<file path="config.mk">
export PLATFORM = sky130hd
export DESIGN_NAME = mem_access_ctrl
export DESIGN_NICKNAME = d
export VERILOG_FILES = /design/src/rtl/mem_pkg.sv /design/src/rtl/mem_access_ctrl.sv
export SDC_FILE = /design/constraint.sdc
export NUM_CORES = 1
export LEC_CHECK = 0
export ABC_AREA = 1
export CAP_MARGIN = 30
export CORE_ASPECT_RATIO = 0.6
export CORE_UTILIZATION = 45
export CTS_BUF_LIST = sky130_fd_sc_hd__clkbuf_4 sky130_fd_sc_hd__clkbuf_8
export CTS_CLUSTER_DIAMETER = 40
export DETAILED_ROUTE_END_ITERATION = 10
export GPL_TIMING_DRIVEN = 1
export PLACE_DENSITY = 0.79
export SKIP_LAST_GASP = 1
export SYNTH_ARGS = -nofsm -noshare
export SYNTH_HDL_FRONTEND = slang
export SYNTH_SLANG_ARGS = --single-unit
</file>
<file path="constraint.sdc">
create_clock -name clk -period 4.7 [get_ports clk]
set_input_delay 0.94 -clock clk [delete_from_list [all_inputs] [get_ports clk]]
set_output_delay 0.94 -clock clk [all_outputs]
set_load 0.01 [all_outputs]
</file>
<file path="src/rtl/mem_pkg.sv">
// Shared definitions for the memory access sequencer and the control unit:
// request op codes, sequencer state encodings and a small op classifier.
package mem_pkg;

  typedef enum logic [1:0] {
    OP_LW   = 2'd0,
    OP_SW   = 2'd1,
    OP_PUSH = 2'd2,
    OP_POP  = 2'd3
  } op_e;

  typedef enum logic [1:0] {
    ST_IDLE  = 2'd0,
    ST_ISSUE = 2'd1,
    ST_WAIT  = 2'd2,
    ST_DONE  = 2'd3
  } state_e;

  // LW and POP read memory; SW and PUSH write it.
  function automatic logic op_is_read(op_e op);
    return (op == OP_LW) || (op == OP_POP);
  endfunction

endpackage

</file>
<file path="src/rtl/mem_access_ctrl.sv">
// Load/store and stack sequencer between the multi-cycle datapath and a
// word-addressed data memory. One request at a time; drives registered memory
// strobes, captures read data after READ_LAT cycles and owns the stack pointer.
//
// Handshake: req_valid is sampled only while the sequencer is idle (busy=0 and
// no done pulse pending). An accepted request ends with exactly one done pulse,
// a rejected one with exactly one err pulse in the cycle after it was
// presented. req_valid seen while busy or during done is dropped, not queued.
module mem_access_ctrl
  import mem_pkg::*;
#(
  parameter int ADDR_W   = 32,
  parameter int DATA_W   = 32,
  parameter int DEPTH    = 256,
  parameter int SP_INIT  = 256,
  parameter int SP_LIMIT = 192,
  parameter int READ_LAT = 1
) (
  input  logic              clk,
  input  logic              reset,
  input  logic              req_valid,
  input  logic [1:0]        req_op,
  input  logic [ADDR_W-1:0] req_addr,
  input  logic [DATA_W-1:0] req_wdata,
  output logic              busy,
  output logic              done,
  output logic              err,
  output logic [DATA_W-1:0] rdata,
  output logic [ADDR_W-1:0] sp,
  output logic [ADDR_W-1:0] mem_addr,
  output logic [DATA_W-1:0] mem_data_in,
  output logic              mem_write_signal,
  output logic              mem_read_signal,
  input  logic [DATA_W-1:0] mem_data_out
);

  localparam int CNT_W = (READ_LAT < 1) ? 1 : $clog2(READ_LAT + 1);
  localparam logic [ADDR_W-1:0] DEPTH_A    = ADDR_W'(DEPTH);
  localparam logic [ADDR_W-1:0] SP_INIT_A  = ADDR_W'(SP_INIT);
  localparam logic [ADDR_W-1:0] SP_LIMIT_A = ADDR_W'(SP_LIMIT);
  // WAIT lasts READ_LAT cycles; the counter reaches 0 in the last of them.
  localparam logic [CNT_W-1:0]  CNT_LOAD   = CNT_W'(READ_LAT - 1);

  state_e            state;
  state_e            state_nx;
  op_e               op_q;
  op_e               req_op_e;
  logic [ADDR_W-1:0] sp_q;
  logic [ADDR_W-1:0] ea;
  logic              legal;
  logic [CNT_W-1:0]  cnt_q;

  assign req_op_e = op_e'(req_op);

  // Effective address and legality of the request currently on the inputs.
  always_comb begin
    ea    = req_addr;
    legal = 1'b1;
    case (req_op_e)
      OP_LW, OP_SW: legal = (req_addr < DEPTH_A);
      OP_PUSH: begin
        ea    = sp_q - 1'b1;
        legal = (sp_q != SP_LIMIT_A);
      end
      OP_POP: begin
        ea    = sp_q;
        legal = (sp_q != SP_INIT_A);
      end
      default: ;
    endcase
  end

  // Next-state logic: rejected requests never leave IDLE.
  always_comb begin
    state_nx = state;
    case (state)
      ST_IDLE:  if (req_valid && legal) state_nx = ST_ISSUE;
      ST_ISSUE: state_nx = op_is_read(op_q) ? ST_WAIT : ST_DONE;
      ST_WAIT:  if (cnt_q == '0) state_nx = ST_DONE;
      ST_DONE:  state_nx = ST_IDLE;
      default:  state_nx = ST_IDLE;
    endcase
  end

  // State register.
  always_ff @(posedge clk or posedge reset) begin
    if (reset) state <= ST_IDLE;
    else       state <= state_nx;
  end

  // Datapath: strobes are set on the edge entering ISSUE so they are high
  // exactly during ISSUE (and WAIT for reads); sp moves on the DONE edge.
  always_ff @(posedge clk or posedge reset) begin
    if (reset) begin
      op_q             <= OP_LW;
      sp_q             <= SP_INIT_A;
      cnt_q            <= '0;
      err              <= 1'b0;
      rdata            <= '0;
      mem_addr         <= '0;
      mem_data_in      <= '0;
      mem_write_signal <= 1'b0;
      mem_read_signal  <= 1'b0;
    end else begin
      err <= 1'b0;
      case (state)
        ST_IDLE: begin
          if (req_valid) begin
            if (legal) begin
              op_q     <= req_op_e;
              mem_addr <= ea;
              if (op_is_read(req_op_e)) begin
                mem_read_signal <= 1'b1;
              end else begin
                mem_write_signal <= 1'b1;
                mem_data_in      <= req_wdata;
              end
            end else begin
              err <= 1'b1;
            end
          end
        end
        ST_ISSUE: begin
          mem_write_signal <= 1'b0;
          cnt_q            <= CNT_LOAD;
        end
        ST_WAIT: begin
          if (cnt_q == '0) begin
            rdata           <= mem_data_out;
            mem_read_signal <= 1'b0;
          end else begin
            cnt_q <= cnt_q - 1'b1;
          end
        end
        ST_DONE: begin
          if (op_q == OP_PUSH) sp_q <= sp_q - 1'b1;
          if (op_q == OP_POP)  sp_q <= sp_q + 1'b1;
        end
        default: ;
      endcase
    end
  end

  assign busy = (state == ST_ISSUE) || (state == ST_WAIT);
  assign done = (state == ST_DONE);
  assign sp   = sp_q;

endmodule

</file>
**Yosys cells after proc, flatten, opt, wreduce, memory -nomap -nowiden**

Cells that the tools add are included.

- Bits in registers: 136
- Input bits: 101
- Output and inout port bits: 133

- $add $sub $neg: 3
- Magnitude comparators: 1
- Multiplexer cells: 22
- Bitwise logic cells: 2
- Reduce and logical (&&, ||, !) cells: 19
- Eq/ne operators: 16

Operators by type and width:

| operator | number |
|---|---|
| $mux 32 | 2 |
| $pmux 32 s2 | 1 |
| $add 32x1->32 const B | 1 |
| $lt 32x9->1 const B | 1 |
| $ne 32x8->1 const B | 1 |
| $ne 32x9->1 const B | 1 |
| $sub 32x1->32 const B | 1 |
| $eq 2x2->1 const B | 6 |
| $mux 1 | 12 |
| $ne 2x2->1 const B | 6 |
| $pmux 2 s4 | 1 |
| $reduce_and 4->1 | 2 |
| $reduce_bool 2->1 | 4 |
| $logic_not 2->1 | 3 |
| $pmux 1 s2 | 3 |
| $reduce_and 2->1 | 3 |
| $reduce_and 5->1 | 1 |
| $eq 2x1->1 const B | 2 |
| $mux 2 | 2 |
| $logic_or 1x1->1 | 3 |
| $pmux 1 s3 | 1 |
| $reduce_and 3->1 | 1 |
| $not 1->1 | 2 |
| $reduce_or 2->1 | 1 |
| other kinds (2) | 2 |

**Depth between registers and ports, before layout**

- Depth in word-level cells: 6
- Depth in mapped cells: 13
- Depth with buffers taken out: 13

**Worst setup path before layout**

Ideal clock, no wire load.

- Kind: input -> register
- Start: input req_op[0]
- End: register mem_data_in[0]
- Path slack: 2.272 ns
- Path buffers: 1
- Stages: 13
- Library setup time: 0.116 ns
- Data required time: 4.584 ns
- Data arrival time: 2.312 ns
- Cells stage by stage: ha_1 > ha_1 > inv_1 > nand2_1 > nor2_1 > nand2_1 > nor2_2 > nand3_4 > nand4_4 > inv_2 > buf_4 > nand2_1 > nand2_1

- Cells in the longest elaborated chain, start to end: 4

Ends and longest elaborated chain:

| item | line | text |
|---|---|---|
| start, declared | mem_access_ctrl.sv:22 | `input logic [1:0] req_op,` |
| $eq 2x1->1, or another cell as far along | mem_access_ctrl.sv:59 | `case (req_op_e)` |
| $reduce_or 2->1 / $logic_or 1x1->1 (equally long branches) | mem_access_ctrl.sv:59, mem_pkg.sv:21 |  |
| $pmux 1 s3 / $not 1->1 (equally long branches) | - |  |
| $reduce_and 4->1 (no source line) * | - |  |
| end signal, assigned | mem_access_ctrl.sv:116 | `mem_data_in <= req_wdata;` |
| end, declared | mem_access_ctrl.sv:31 | `output logic [DATA_W-1:0] mem_data_in,` |

Every way passes the cells marked *; elsewhere a longest branch is shown, timed or not.
A chain may end at the register's enable or synchronous reset.

**Final worst setup path**

- Start: input req_op[1]
- End: register mem_addr[9]

- Cells in the longest elaborated chain, start to end: 4

Ends and longest elaborated chain:

| item | line | text |
|---|---|---|
| $eq 2x1->1 / $logic_not 2->1 (equally long branches) | mem_access_ctrl.sv:59 |  |
| $reduce_or 2->1 | mem_access_ctrl.sv:59 |  |
| $pmux 1 s3 | mem_access_ctrl.sv:59 |  |
| $reduce_and 3->1 (no source line) | - |  |
| end signal, assigned | mem_access_ctrl.sv:100 | `mem_addr <= '0;` |
| end signal, assigned | mem_access_ctrl.sv:111 | `mem_addr <= ea;` |
| end, declared | mem_access_ctrl.sv:30 | `output logic [ADDR_W-1:0] mem_addr,` |

Several ways; a longest one is shown, not always the timed one.

==> reports/results.txt <==
status: complete, no violations
Hold Path Depth: 2
Hold Buf Count CTS: 0
initial antenna violation count: 0
synthesized area: 8200 um2
crit path capture type: register
setup_tns: 0 ns
Clock Latency Late Sink: 0.45 ns
CTS tree: yes
antenna diode count: 0
most common cell in the netlist: nand2_1
TritonCTS Sinks: 135
DR vias/cell: 5.27
drt wl/cell: 16.9 um
DRC Markers: 0
Final nets: 1,534
antenna-violating nets left: 0
largest net degree at the start of global routing: 62
Die ar.: 18,800 um2
Required @ worst endpoint: 5.03 ns
Critical Path AT: 3.75 ns
drt pass-1 iters: 7
critical path launch point type: input pin
vias: 8,793
synth-to-layout area growth: 34.5%
final setup violation count: 0
Pint: 3.71 mW
# port buffers: 233
Clock Root Buffer: clkbuf_8
synth cell count leaders: 536 x nand2_1, 146 x nor2_1, 134 x dfrtp_1
Setup CP Type: in -> reg
CP top delay family: simple AND/OR/NAND/NOR gates
hold crit path type: reg -> reg
number of synthesized flops with an enable pin: 0
die height: 107 um
gr usage total: 30.2%
proportion of layout cells with a drive suffix above 1: 5.09%
global route total overflow: 0
worst flop-to-flop path startpoint: op_q[1]
Psw: 3.02 mW
worst r2r path cells: 4
combinational power share: 51.6%
number of synthesized register bits: 135
Worst Hold Endpoint: rdata[30]
Worst VDD drop: 0.284 mV
RSZ-0062 raised after global routing: no
Ys Warns: 0
Seq pwr share: 33.8%
H-tree Lvls: 4
first-pass GRT wire length: 43,700 um
Worst Setup SP: req_op[1]
Final Hold Fails: 0
Yosys top cell area share: 40.9%
crit path cell chain: clkdlybuf4s50_1 -> ha_1 -> ha_1 -> inv_1 -> nand2_1 -> nor2_1 -> nand2_1 -> nor2_2 -> nand3_4 -> nand3_4 -> inv_2 -> o21ai_0 -> nand2_1
DRT Wirelength: 28,200 um
clock slew at reported path FFs: 0.09 ns
postcts setup bufs: 0
Final min period: 3.42 ns
Max Cap Viol: 0
sequential fraction of the synthesis area: 41.2%
cell repeated most along the worst path: nand2_1
CTS buffer count: 17
IO Pins: 234
Async SR Flop Fraction: 100%
initial core utilization: 46.9%
vias in the first global route: 7,918
Final Total Pwr: 6.72 mW
Sw Share: 44.9%
top cells by area, synth: dfrtp_1 41%, nand2_1 25%, nor2_1 6.7%
Mapped Nets: 1,322
fin crit share: 72.8%
mean post-synth cell area: 6.79 um2
fmax: 292 MHz
final HPWL from detailed placement: 21,000 um
CP max-delay cell: clkdlybuf4s50_1
Rows: 37
Pleak: 5.25 nW
cts repair resizes: 0
Worst-Margin Slew: 1.04 ns
PwrDens: 609 nW/um2
critical path buffer and inverter count: 3
min-delay src: rdata[30]
total core area: 17,500 um2
clock share of power: 14.6%
Cells after Synth: 1,208
Placer Congestion: 0.975
Critical Path Fanout Max: 49
max-slew headroom at the worst pin: 30.0%
Initial DRC Count: 1,070
worst r2r dst: sp[20]
Clock Skew: 0.0182 ns
die width: 176 um
final slew viol count: 0
Yosys top cell by area: dfrtp_1
Unique masters post-synth: 41
critical path's largest stage delay: 0.51 ns
Worst R2R Setup Slack: 1.69 ns
Synth Flop Type: dfrtp_1
clock tree buffer depth: 2
how the worst max path moves through the flow:
stage / endpoint / slack [ns] / depth (start not counted)
final: mem_addr[9] / 1.28 / 13
after global routing: mem_addr[17] / 1.03 / 13
after CTS: mem_addr[17] / 1.33 / 13
after detailed placement: mem_addr[17] / 0.86 / 13
after global placement: mem_addr[17] / 0.92 / 13
after floorplan: err / 0.15 / 1
registers in the layout, summed over array words and instances (netlist names):
signal	count
mem_addr	32
sp	32
err	1
state	2
op_q	2
mem_read_signal	1
mem_write_signal	1
mem_data_in	32
rdata	32
cell families after synthesis:
family / share of synthesized area (%)
compound gates: 7.73
fa+ha+maj: 1.98
simple gates: 38.9
buf+inv: 7.58
flops: 41.2
xor+xnor: 2.56
cell type report:
cell class                      count  area (um2)
Clock buffer                       17         234
Multi-Input combinational cell    935        4200
Fill cell                        1600        6470
Inverter                           86         328
Tap cell                          234         293
Timing Repair Buffer              245        2440
Clock inverter                     15         149
Sequential cell                   135        3380
worst register-to-register path, delay by kind of cell (launching register included):
kind | cells | cell delay [ns]
fa+ha+maj | 1 | 0.82
compound gates | 2 | 0.57
buf+inv | 1 | 1.11
flops | 1 | 0.40
power groups by stage:
stage | logic, mW | clock network [mW] | registers, mW
global placement | 3.37 | 0 | 2.26
finish | 3.47 | 0.980 | 2.27
CTS | 3.45 | 0.996 | 2.26
global route | 3.81 | 1.04 | 2.34
detailed placement | 3.44 | 0 | 2.27
floorplan | 1.72 | 0 | 2.30
per-stage QoR:
stage | hold slack [ns] | instances | util [%] | setup WS (ns) | instance area, um2
final | 0.474 | 1667 | 63.0 | 1.28 | 11000
after global routing | 0.494 | 1667 | 63.0 | 1.03 | 11000
after CTS | 0.479 | 1667 | 63.0 | 1.33 | 11000
after detailed placement | 0.458 | 1635 | 60.8 | 0.864 | 10600
after global placement | 0.453 | 1634 | 60.7 | 0.921 | 10600
after floorplan | 0.477 | 1208 | - | 0.151 | 8200
cells in the final DEF (no fill, tap or decap), types with 2 or more instances in the layout:
cell type and n:
nor2_2 10, nor2_4 4, clkbuf_8 17, o22ai_1 7, dfrtp_1 134, ha_1 12, nor2_1 146, clkinv_1 4
inv_8 6, nand3_4 2, nor3_1 5, o21ai_0 49, nand2_1 536, xor2_1 23, inv_2 5, inv_1 76
a21oi_1 23, a21boi_1 6, a22oi_1 12, nand4_1 15, inv_6 5, o21a_1 3, nand3_1 65, o21ai_1 3
clkdlybuf4s50_1 233, clkinv_4 2, buf_4 11
layer usage:
layer,up-vias,GRT usage [%],share of wire [%]
li1,4222,-,-
met1,4039,45.5,45
met2,489,42.1,41
met3,43,8.79,12
met4,0,6.89,1.3
met5,-,0,0
No activity file was read; power rests on OpenSTA's default activity.
